File: src/rtl/axi4_lite_reg_slave.sv
// AXI4-Lite subordinate terminating on a bank of NUM_REGS software-visible registers.
// Independent one-deep AW/W buffers feed a single commit point; reads return registered data.
module axi4_lite_reg_slave #(
    parameter int A        = 8,
    parameter int N        = 4,
    parameter int NUM_REGS = 16,
    parameter int USE_STRB = 1
) (
    input  logic                       aclk,
    input  logic                       areset,
    input  logic [A-1:0]               awaddr,
    input  logic                       awvalid,
    output logic                       awready,
    input  logic [8*N-1:0]             wdata,
    input  logic [N-1:0]               wstrb,
    input  logic                       wvalid,
    output logic                       wready,
    output logic [1:0]                 bresp,
    output logic                       bvalid,
    input  logic                       bready,
    input  logic [A-1:0]               araddr,
    input  logic                       arvalid,
    output logic                       arready,
    output logic [8*N-1:0]             rdata,
    output logic [1:0]                 rresp,
    output logic                       rvalid,
    input  logic                       rready,
    output logic [NUM_REGS*8*N-1:0]    reg_q,
    output logic [NUM_REGS-1:0]        wr_pulse
);

    localparam int DW = 8 * N;
    localparam int BW = $clog2(N);
    localparam int IW = $clog2(NUM_REGS);

    localparam logic [1:0] RESP_OKAY   = 2'b00;
    localparam logic [1:0] RESP_SLVERR = 2'b10;

    // Any set bit above the register index field means the access misses the bank.
    function automatic logic addr_in_range(input logic [A-1:0] addr);
        return (addr >> (BW + IW)) == '0;
    endfunction

    logic                           aw_full_q, aw_full_d;
    logic [A-1:0]                   aw_addr_q, aw_addr_d;
    logic                           w_full_q, w_full_d;
    logic [DW-1:0]                  w_data_q, w_data_d;
    logic [N-1:0]                   w_strb_q, w_strb_d;
    logic                           bvalid_q, bvalid_d;
    logic [1:0]                     bresp_q, bresp_d;
    logic                           rvalid_q, rvalid_d;
    logic [DW-1:0]                  rdata_q, rdata_d;
    logic [1:0]                     rresp_q, rresp_d;
    logic [NUM_REGS-1:0][DW-1:0]    regs_q, regs_d;
    logic [NUM_REGS-1:0]            wr_pulse_q, wr_pulse_d;

    logic          aw_hs;
    logic          w_hs;
    logic          ar_hs;
    logic          commit;
    logic [IW-1:0] widx;
    logic [IW-1:0] ridx;

    assign awready  = !aw_full_q && !areset;
    assign wready   = !w_full_q && !areset;
    assign arready  = !rvalid_q && !areset;
    assign bvalid   = bvalid_q;
    assign bresp    = bresp_q;
    assign rvalid   = rvalid_q;
    assign rdata    = rdata_q;
    assign rresp    = rresp_q;
    assign reg_q    = regs_q;
    assign wr_pulse = wr_pulse_q;

    assign aw_hs  = awvalid && awready;
    assign w_hs   = wvalid && wready;
    assign ar_hs  = arvalid && arready;
    assign commit = aw_full_q && w_full_q && !bvalid_q;
    assign widx   = aw_addr_q[BW +: IW];
    assign ridx   = araddr[BW +: IW];

    always_comb begin
        aw_full_d  = aw_full_q;
        aw_addr_d  = aw_addr_q;
        w_full_d   = w_full_q;
        w_data_d   = w_data_q;
        w_strb_d   = w_strb_q;
        bvalid_d   = bvalid_q;
        bresp_d    = bresp_q;
        rvalid_d   = rvalid_q;
        rdata_d    = rdata_q;
        rresp_d    = rresp_q;
        regs_d     = regs_q;
        wr_pulse_d = '0;

        if (aw_hs) begin
            aw_full_d = 1'b1;
            aw_addr_d = awaddr;
        end
        if (w_hs) begin
            w_full_d = 1'b1;
            w_data_d = wdata;
            w_strb_d = wstrb;
        end

        // Handshakes cannot coincide with a commit: both buffers must already be full.
        if (commit) begin
            aw_full_d = 1'b0;
            w_full_d  = 1'b0;
            bvalid_d  = 1'b1;
            if (addr_in_range(aw_addr_q)) begin
                bresp_d          = RESP_OKAY;
                wr_pulse_d[widx] = 1'b1;
                for (int k = 0; k < N; k++) begin
                    if (USE_STRB == 0 || w_strb_q[k]) begin
                        regs_d[widx][8*k +: 8] = w_data_q[8*k +: 8];
                    end
                end
            end else begin
                bresp_d = RESP_SLVERR;
            end
        end else if (bvalid_q && bready) begin
            bvalid_d = 1'b0;
        end

        // Reads sample regs_q, so a same-edge write is not yet visible.
        if (ar_hs) begin
            rvalid_d = 1'b1;
            if (addr_in_range(araddr)) begin
                rdata_d = regs_q[ridx];
                rresp_d = RESP_OKAY;
            end else begin
                rdata_d = '0;
                rresp_d = RESP_SLVERR;
            end
        end else if (rvalid_q && rready) begin
            rvalid_d = 1'b0;
        end
    end

    always_ff @(posedge aclk) begin
        if (areset) begin
            aw_full_q  <= 1'b0;
            aw_addr_q  <= '0;
            w_full_q   <= 1'b0;
            w_data_q   <= '0;
            w_strb_q   <= '0;
            bvalid_q   <= 1'b0;
            bresp_q    <= RESP_OKAY;
            rvalid_q   <= 1'b0;
            rdata_q    <= '0;
            rresp_q    <= RESP_OKAY;
            regs_q     <= '0;
            wr_pulse_q <= '0;
        end else begin
            aw_full_q  <= aw_full_d;
            aw_addr_q  <= aw_addr_d;
            w_full_q   <= w_full_d;
            w_data_q   <= w_data_d;
            w_strb_q   <= w_strb_d;
            bvalid_q   <= bvalid_d;
            bresp_q    <= bresp_d;
            rvalid_q   <= rvalid_d;
            rdata_q    <= rdata_d;
            rresp_q    <= rresp_d;
            regs_q     <= regs_d;
            wr_pulse_q <= wr_pulse_d;
        end
    end

endmodule

File: config.mk
export PLATFORM = sky130hd
export DESIGN_NAME = axi4_lite_reg_slave
export DESIGN_NICKNAME = d
export VERILOG_FILES = /design/src/rtl/axi4_lite_reg_slave.sv
export SDC_FILE = /design/constraint.sdc
export NUM_CORES = 1
export LEC_CHECK = 0
export BUFFER_PORTS_ARGS = -buffer_cell sky130_fd_sc_hd__buf_4
export CAP_MARGIN = 20
export CORE_AREA = 2 2 242 244
export DETAILED_ROUTE_END_ITERATION = 10
export DIE_AREA = 0 0 244 246
export PLACE_DENSITY = 0.75
export SYNTH_ARGS = -nofsm -noshare
export SYNTH_HDL_FRONTEND = slang
export SYNTH_SLANG_ARGS = --single-unit
File: constraint.sdc
create_clock -name aclk -period 1.9 [get_ports aclk]
set_input_delay 0.38 -clock aclk [delete_from_list [all_inputs] [get_ports aclk]]
set_output_delay 0.38 -clock aclk [all_outputs]
set_load 0.01 [all_outputs]
==> flow_summary.ini, run 1 <==
[run_status]
status = finished clean

[clocking]
h-tree-depth = 3
numCtsBuffers = 67
worst_skew_pair.late_latency_ps = 590
ctsLongestPathBuffers = 3
cts_tree = built
clk_pin_slew_worst_paths_ps = 70
clock-root-buffer = clkbuf_16
numClockSinks = 608
postCtsSetupRepairBufs = 0

[yosys]
synthCells = 2440
async_flop_share = 0
synth_top_cells_by_area = dfxtp_1 (47%), mux2i_1 (24%), mux4_2 (8.3%), nor2_1 (7.8%), nand4_2 (3.1%)
yosys_warnings = 0
sequential_cell_area_fraction_in_the_yosys_report = 0.466
synth_enable_flop_cells = 0
synth_top_flop_cell = dfxtp_1
avgSynthCellArea_um2 = 10.7
synth.lib_cells_used.distinct = 34
synth_area_um2 = 26100
synth_largest_type_area_fraction = 0.466
yosys_register_bits = 608
synth_area_leader = dfxtp_1

[detailed_routing]
routed_wirelength_um = 95600
drt-initial-drc-count = 1755
drt-pass1-iter-count = 7
route.vias.total = 22200
detail_route.vias_per_cell = 5.66
post_detailed_route_wirelength_per_cell_um = 24.4
route.detailed.drc = 0
postRouteAntennaNets = 0

[critical_path]
crit_path_cell_trace = buf_4 > nor4b_4 > buf_4 > nand4_2 > buf_12 > mux2i_1 > nor2_1
critical_path.most_common_cell = buf_4
crit_path_end_kind = flop
critPathMaxFanout = 16
crit_path_max_incr_delay_ps = 400
critPathKind = reg -> reg
cp_required_ps = 2360
critical_path.slowest_cell = dfxtp_4
start_kind = flop
critPathBufInv = 3
crit_family = buffers and inverters
worst-endpoint-arrival_ps = 2290

[placement]
place.gp.congestion = 0.929
dp_slack_ps = -72.6
io_buffers = 621
dpl-instance-area_um2 = 33300
place.detailed.hpwl_um = 66400

[hold_path]
holdCritPathClass = in -> reg

[final_layout]
final_cell_area_um2 = 36000
most-common-layout-cells = buf_4 (691), mux2i_1 (614), dfxtp_1 (604)
num-fill-cells = 4408
final_nets = 3168
post_route_cells_drive_above_1_share = 0.341
layout_commonest_cell = buf_4
area_delta_synth_final_pct = 37.6

[die]
dieHeight_um = 246
core_region_area_um2 = 57400
die_width_um = 244
core.rowCount = 88
ios = 628
start_util = 0.456
die_area_um2 = 60000

[global_routing]
grt_start_max_net_pins = 118
grtUsageTotal = 0.306
antenna_found_initial = 7
grt_first_pass_wirelength_um = 139000
grt_pass1_vias = 21900
grt_remaining_overflow = 0

[timing]
finalCritPeriodShare = 0.959
fin_skew_ps = 27.4
finalMaxSlewViolations = 0
worst_pin_slew_ps = 704
final_period_minus_worst_setup_slack_ps = 1820
rsz0062_at_grt = false
max_freq_mhz = 549
relSlewSlack = 0.530
pnr_worst_setup_slack_ps = 77.7
hold_slack_ps = 44.9
final-hold-violation-count = 0
finalSetupViolCount = 0

[job]
max_cap_violations = 0

[power_and_ir_drop]
power.static_leakage_nw = 19.2
irDropWorstVdd_mv = 0.644
pwr_density_cell_nw_per_um2 = 778
-- power by group --
group          internal (mW)  leakage (nW)  switching [mW]
logic                  0.675          13.2           0.914
clock network           7.99          1.10            5.28
registers               12.8          4.91           0.295
total                   21.5          19.2            6.49
-- cell families after synthesis --
family,synth area share
buffers and inverters,0.0391
AND/OR/NAND/NOR,0.144
other,0.000143
flip-flops,0.466
AO/OA/AOI/OAI,0.0339
multiplexers,0.318
-- Yosys cell counts, types with 2 or more instances --
master / instances
buf_2: 53
clkbuf_1: 161
mux4_2: 96
inv_1: 15
nor3_1: 2
a32oi_1: 32
a22oi_1: 32
dfxtp_1: 608
and4bb_2: 6
nor2_1: 544
nand2_1: 36
nand4_2: 64
and4b_1: 5
buf_1: 4
mux2i_1: 614
nor2b_1: 3
a211oi_1: 2
nand2b_1: 68
buf_4: 10
o21ai_0: 56
nor4b_4: 4
o21ai_1: 13
-- routing by layer --
layer / vias to the layer above / wire (µm) / global-route usage
met5: - / 0 / 0
met4: 0 / 4870 / 0.155
met3: 260 / 7840 / 0.0718
met2: 1075 / 45200 / 0.505
met1: 11000 / 37700 / 0.375
li1: 9874 / - / -
-- final cells by class --
| class | count | area [µm²] | share of cell area |
|---|---|---|---|
| flip-flops and latches | 608 | 12200 | 0.339 |
| diodes | 7 | 17.5 | 0.000487 |
| repair buffers | 828 | 7510 | 0.209 |
| multi-input cells | 1589 | 13000 | 0.362 |
| clock buffers | 92 | 1950 | 0.0543 |
| clock inverters | 19 | 270 | 0.00751 |
| inverters | 15 | 56.3 | 0.00157 |
| well taps | 765 | 957 | 0.0266 |
-- flip-flops by register name, summed over array words and instances, names as in the netlist --
name / cells
bvalid: 1
wr_pulse: 16
rvalid: 1
rdata: 32
w_full_q: 1
aw_addr_q: 6
w_strb_q: 4
rresp: 1
bresp: 1
aw_full_q: 1
w_data_q: 32
reg_q: 512
-- path summary, 6_finish.rpt --
path,start,end,slack [ps],cells past startpoint
worst max-delay path,aw_addr_q[3],reg_q[34],80,7
worst min-delay path,awaddr[7],aw_addr_q[7],40,3
worst max register to register,aw_addr_q[3],reg_q[34],80,7
worst min register to register,w_strb_q[0],w_strb_q[0],480,2
-- tightest hold or removal path, cell delays in order --
cell     delay, ps
buf_4           80
mux2i_1         50
nor2_1          70
-- stage by stage --
step | power (mW) | cells | utilization | TNS [ps]
2_1_floorplan | 14.2 | 2441 | - | 0
3_3_place_gp | 14.8 | 3765 | 0.580 | -268
3_5_place_dp | 14.9 | 3765 | 0.580 | -964
4_1_cts | 28.1 | 3916 | 0.627 | 0
5_1_grt | 28.8 | 3923 | 0.627 | 0
6_report | 28.0 | 3923 | 0.627 | 0
-- repair_timing --
action                                  CTS  global route
endpoints found under the hold margin    40             0
hold buffers                             40             0
endpoints found under the setup margin   63           254
gates resized for setup                   5             4
gates cloned                              0             0
pin swaps                                 0             0
No activity file was read; power rests on OpenSTA's default activity.
==> run 2: changes to the inputs <==
PLACE_DENSITY = 0.72   (was 0.75)
SKIP_LAST_GASP = 1   (was default)
==> run 2 against run 1 <==
Effect of this change:
- non-clock buffer count increased by 22
- routed wire length about the same
- critical path type unchanged
- global-route usage shrank 0.17 points
==> flow_summary.ini, run 2 (synthesis gave the netlist of run 1 again) <==
[run_status]
status = finished clean

[critical_path]
critical_path.most_common_cell = buf_4
cp_required_ps = 2400
start_kind = flop
critical_path.slowest_cell = dfxtp_2
crit_path_max_incr_delay_ps = 350
critPathBufInv = 4
worst-endpoint-arrival_ps = 2350
critPathKind = reg -> reg
critPathMaxFanout = 8
crit_family = buffers and inverters
crit_path_cell_trace = buf_4 > buf_4 > nor4b_4 > buf_6 > nand4_2 > buf_12 > mux2i_1 > nor2_1
crit_path_end_kind = flop

[clocking]
numClockSinks = 608
ctsLongestPathBuffers = 3
clock-root-buffer = clkbuf_16
worst_skew_pair.late_latency_ps = 630
h-tree-depth = 2
numCtsBuffers = 61
clk_pin_slew_worst_paths_ps = 60
cts_tree = built

[timing]
max_freq_mhz = 541
final-hold-violation-count = 0
finalMaxSlewViolations = 0
pnr_worst_setup_slack_ps = 51.7
hold_slack_ps = 31.8
final_period_minus_worst_setup_slack_ps = 1850
worst_pin_slew_ps = 768
finalSetupViolCount = 0
relSlewSlack = 0.488
fin_skew_ps = 13.6
finalCritPeriodShare = 0.973
rsz0062_at_grt = true

[power_and_ir_drop]
pwr_density_cell_nw_per_um2 = 754
irDropWorstVdd_mv = 0.644
p_total_mw = 27.2
power.static_leakage_nw = 19.2

[die]
die_width_um = 244
dieHeight_um = 246
start_util = 0.456
die_area_um2 = 60000
core.rowCount = 88
core_region_area_um2 = 57400
ios = 628

[global_routing]
antenna_found_initial = 5
grt_start_max_net_pins = 113
grt_pass1_vias = 22000
grt_first_pass_wirelength_um = 139000
grt_remaining_overflow = 0
grtUsageTotal = 0.304

[final_layout]
area_delta_synth_final_pct = 37.8
largest_reg_flops = 512
final_nets = 3184
most-common-layout-cells = buf_4 (706), mux2i_1 (612), dfxtp_1 (605)
num-fill-cells = 4579
layout_commonest_cell = buf_4
post_route_cells_drive_above_1_share = 0.344
finish.utilization = 0.628

[detailed_routing]
drt-pass1-iter-count = 7
met2WireLength_um = 46000
routed_wirelength_um = 95700
topRoutingLayerUsed = met5
drt-initial-drc-count = 1832
route.vias.total = 22200
route.layer.met1.wl_um = 37800
detail_route.vias_per_cell = 5.64
postRouteAntennaNets = 0
route.detailed.drc = 0
routed-wl-met3_um = 7540
post_detailed_route_wirelength_per_cell_um = 24.3

[placement]
place.detailed.hpwl_um = 67200
io_buffers = 621
place.gp.congestion = 0.905
dp_slack_ps = -219

[hold_path]
holdCritPathClass = in -> reg

[job]
max_cap_violations = 0
## run 2: cell count changes in the layout (fill, tap and decap cells not counted), sizes merged
cell         delta
dlygate4sd3     +3
buf            +17
clkinv          +8
clkbuf          +1
bufinv          -1
inv             -4
clkinvlp        +1
diode           -3
## run 2: cell type report
class / count / area (µm²) / share of cell area
flip-flops and latches: 608 / 12200 / 0.338
clock buffers: 91 / 1820 / 0.0506
clock inverters: 23 / 253 / 0.00702
well taps: 765 / 957 / 0.0266
multi-input cells: 1589 / 13000 / 0.362
diodes: 4 / 10.0 / 0.000278
inverters: 15 / 56.3 / 0.00156
repair buffers: 850 / 7710 / 0.214
## run 2: tightest hold or removal path: stages
cell and delay [ps]:
buf_4 80, nor2_1 30, nor3_1 110
## run 2: worst paths after layout
kind | from | endpoint | slack [ps] | cells past startpoint
worst max-delay path | aw_addr_q[5] | reg_q[54] | 50 | 8
worst min-delay path | awvalid | aw_full_q | 30 | 3
worst max register to register | aw_addr_q[5] | reg_q[54] | 50 | 8
worst min register to register | rdata[3] | rdata[3] | 480 | 2
## run 2: repair_timing
item,in CTS,in global routing
setup endpoints to repair,79,41
resized for setup,5,7
hold buffers,43,0
setup buffers,3,0
hold endpoints to repair,43,0
gates cloned,0,2
pin swaps,1,2
## run 2: where the power goes
| part | switching, mW | leakage [nW] | internal, mW |
|---|---|---|---|
| logic | 0.920 | 13.3 | 0.703 |
| clock network | 5.12 | 1.03 | 7.28 |
| registers | 0.302 | 4.90 | 12.8 |
## run 2: metrics by stage
step | area (µm²) | instances | setup TNS, ps
floorplan | 26100 | 2441 | 0
global placement | 33400 | 3779 | -2970
detailed placement | 33400 | 3779 | -5110
CTS | 35900 | 3939 | 0
global route | 36000 | 3945 | -77.8
finish | 36000 | 3945 | 0
## run 2: layer usage
| layer | global-route usage | vias to the layer above |
|---|---|---|
| met5 | 0 | - |
| met2 | 0.509 | 1030 |
| met1 | 0.377 | 11000 |
| met3 | 0.0700 | 253 |
| met4 | 0.133 | 2 |
| li1 | - | 9923 |
==> run 3: changes to the inputs <==
BUFFER_PORTS_ARGS = default   (was -buffer_cell sky130_fd_sc_hd__buf_4)
DONT_BUFFER_PORTS = 1   (was default)
MAX_ROUTING_LAYER = met4   (was default)
PLACE_DENSITY = 0.63   (was 0.72)
==> run 3 against run 2 <==
Effect of this change:
- the run now ends with hold timing left
- critical path type unchanged
- hold slack got worse by 110 ps
- largest power group is now the clock network
- final area decreased by 14%
- count of clock-buffer cells in the layout increased by 5
- routed wire length decreased by 4.2%
- combinational power decreased by 38%
- critical path depth decreased by 2
- setup slack improved by 25 ps
- via count decreased by 12%
- sequential power about the same
- utilization decreased by 8.8 points
==> flow_summary.ini, run 3 (synthesis gave the netlist of run 1 again) <==
[detailed_routing]
route.vias.total = 19500
routed_wirelength_um = 91700
drt-initial-drc-count = 1437
route.detailed.drc = 0
post_detailed_route_wirelength_per_cell_um = 27.9
drt-pass1-iter-count = 7
detail_route.vias_per_cell = 5.95
postRouteAntennaNets = 0

[timing]
max_freq_mhz = 548
final-hold-violation-count = 32
finalSetupViolCount = 0
hold_slack_ps = -81.4
final_period_minus_worst_setup_slack_ps = 1820
finalMaxSlewViolations = 0
rsz0062_at_grt = false
fin_skew_ps = 26.7
relSlewSlack = 0.384
pnr_worst_setup_slack_ps = 76.3
finalCritPeriodShare = 0.960
worst_pin_slew_ps = 921

[final_layout]
most-common-layout-cells = mux2i_1 (614), dfxtp_1 (604), nor2_1 (541)
fin_cells = 3286
area_delta_synth_final_pct = 18.4
largest_reg_flops = 512
post_route_cells_drive_above_1_share = 0.167
final_nets = 2526
layout_commonest_cell = mux2i_1

[clocking]
clock-root-buffer = clkbuf_16
worst_skew_pair.late_latency_ps = 610
h-tree-depth = 3
ctsLongestPathBuffers = 3
cts_tree = built
clk_pin_slew_worst_paths_ps = 60
numCtsBuffers = 67
numClockSinks = 608

[critical_path]
crit_path_max_incr_delay_ps = 440
critPathMaxFanout = 14
crit_path_end_kind = flop
critical_path.slowest_cell = and4bb_2
crit_family = simple AND/OR/NAND/NOR gates
crit_path_cell_trace = buf_4 > and4bb_2 > nand4_2 > buf_12 > mux2i_1 > nor2_1
critPathBufInv = 2
worst-endpoint-arrival_ps = 2300
start_kind = flop
critPathKind = reg -> reg
cp_required_ps = 2370

[hold_path]
holdCritPathClass = in -> reg

[placement]
dp_slack_ps = -103
io_buffers = 0
dp.cells = 3098
place.detailed.hpwl_um = 59300
place.gp.congestion = 0.918

[global_routing]
met3_usage = 0.0897
busiest_layer = met2
antenna_found_initial = 4
grt_util_met1 = 0.361
grt_first_pass_wirelength_um = 132000
met2_usage = 0.475
grt_remaining_overflow = 0
grt_start_max_net_pins = 570
grtUsageTotal = 0.302
grt_pass1_vias = 19100

[power_and_ir_drop]
p_total_mw = 27.9
power.static_leakage_nw = 15.7
irDropWorstVdd_mv = 0.693
pwr_density_cell_nw_per_um2 = 899

[die]
start_util = 0.456
die_width_um = 244
die_area_um2 = 60000
core_region_area_um2 = 57400
core.rowCount = 88
dieHeight_um = 246
ios = 628

[job]
max_cap_violations = 0

[run_status]
failing_checks = hold timing
status = complete, but fails checks
run 3: area by class of cell:
type	instances	area, µm²
flip-flops and latches	608	12200
multi-input cells	1589	13000
well taps	765	957
fillers	4893	26400
clock buffers	96	2020
repair buffers	186	2400
clock inverters	23	340
diodes	4	10.0
inverters	15	56.3
run 3: per-layer routing:
metal,part of all wire,up-vias
met5,0,-
met4,0.043,0
met3,0.093,239
met2,0.47,920
met1,0.39,9775
li1,-,8608
run 3: per-stage QoR:
step                      area (µm²)  utilization  setup TNS (ps)
after floorplan                26100            -               0
after global placement         27900        0.486            -361
after detailed placement       27900        0.486            -616
after CTS                      30900        0.538               0
after global routing           31000        0.540               0
final                          31000        0.540               0
run 3: worst register-to-register path, delay by kind of cell, from the launching register on:
kind / cells / cell delay, ps
DFF: 1 / 400
buffers and inverters: 2 / 370
muxes: 1 / 250
and+or+nand+nor: 3 / 680
run 3: worst paths after layout:
path              slack, ps  depth (start not counted)          end          from
setup / recovery         80                          6   reg_q[217]  aw_addr_q[5]
hold / removal          -80                          1   reg_q[249]        areset
setup reg to reg         80                          6   reg_q[217]  aw_addr_q[5]
hold reg to reg         470                          2  w_strb_q[1]   w_strb_q[1]
run 3: timing repair:
action                                 4_1_cts  5_1_grt
gates resized for setup                      6        2
setup endpoints to repair                   23       11
pin swaps                                    0        1
hold buffers                                61        2
endpoints found under the hold margin      568       45
buffers inserted                             0        2
run 3: power breakdown:
part / leakage, nW / switching (mW) / internal [mW]
clock network: 1.17 / 5.52 / 8.18
registers: 4.91 / 0.304 / 12.8
logic: 9.61 / 0.512 / 0.501
total: 15.7 / 6.34 / 21.5
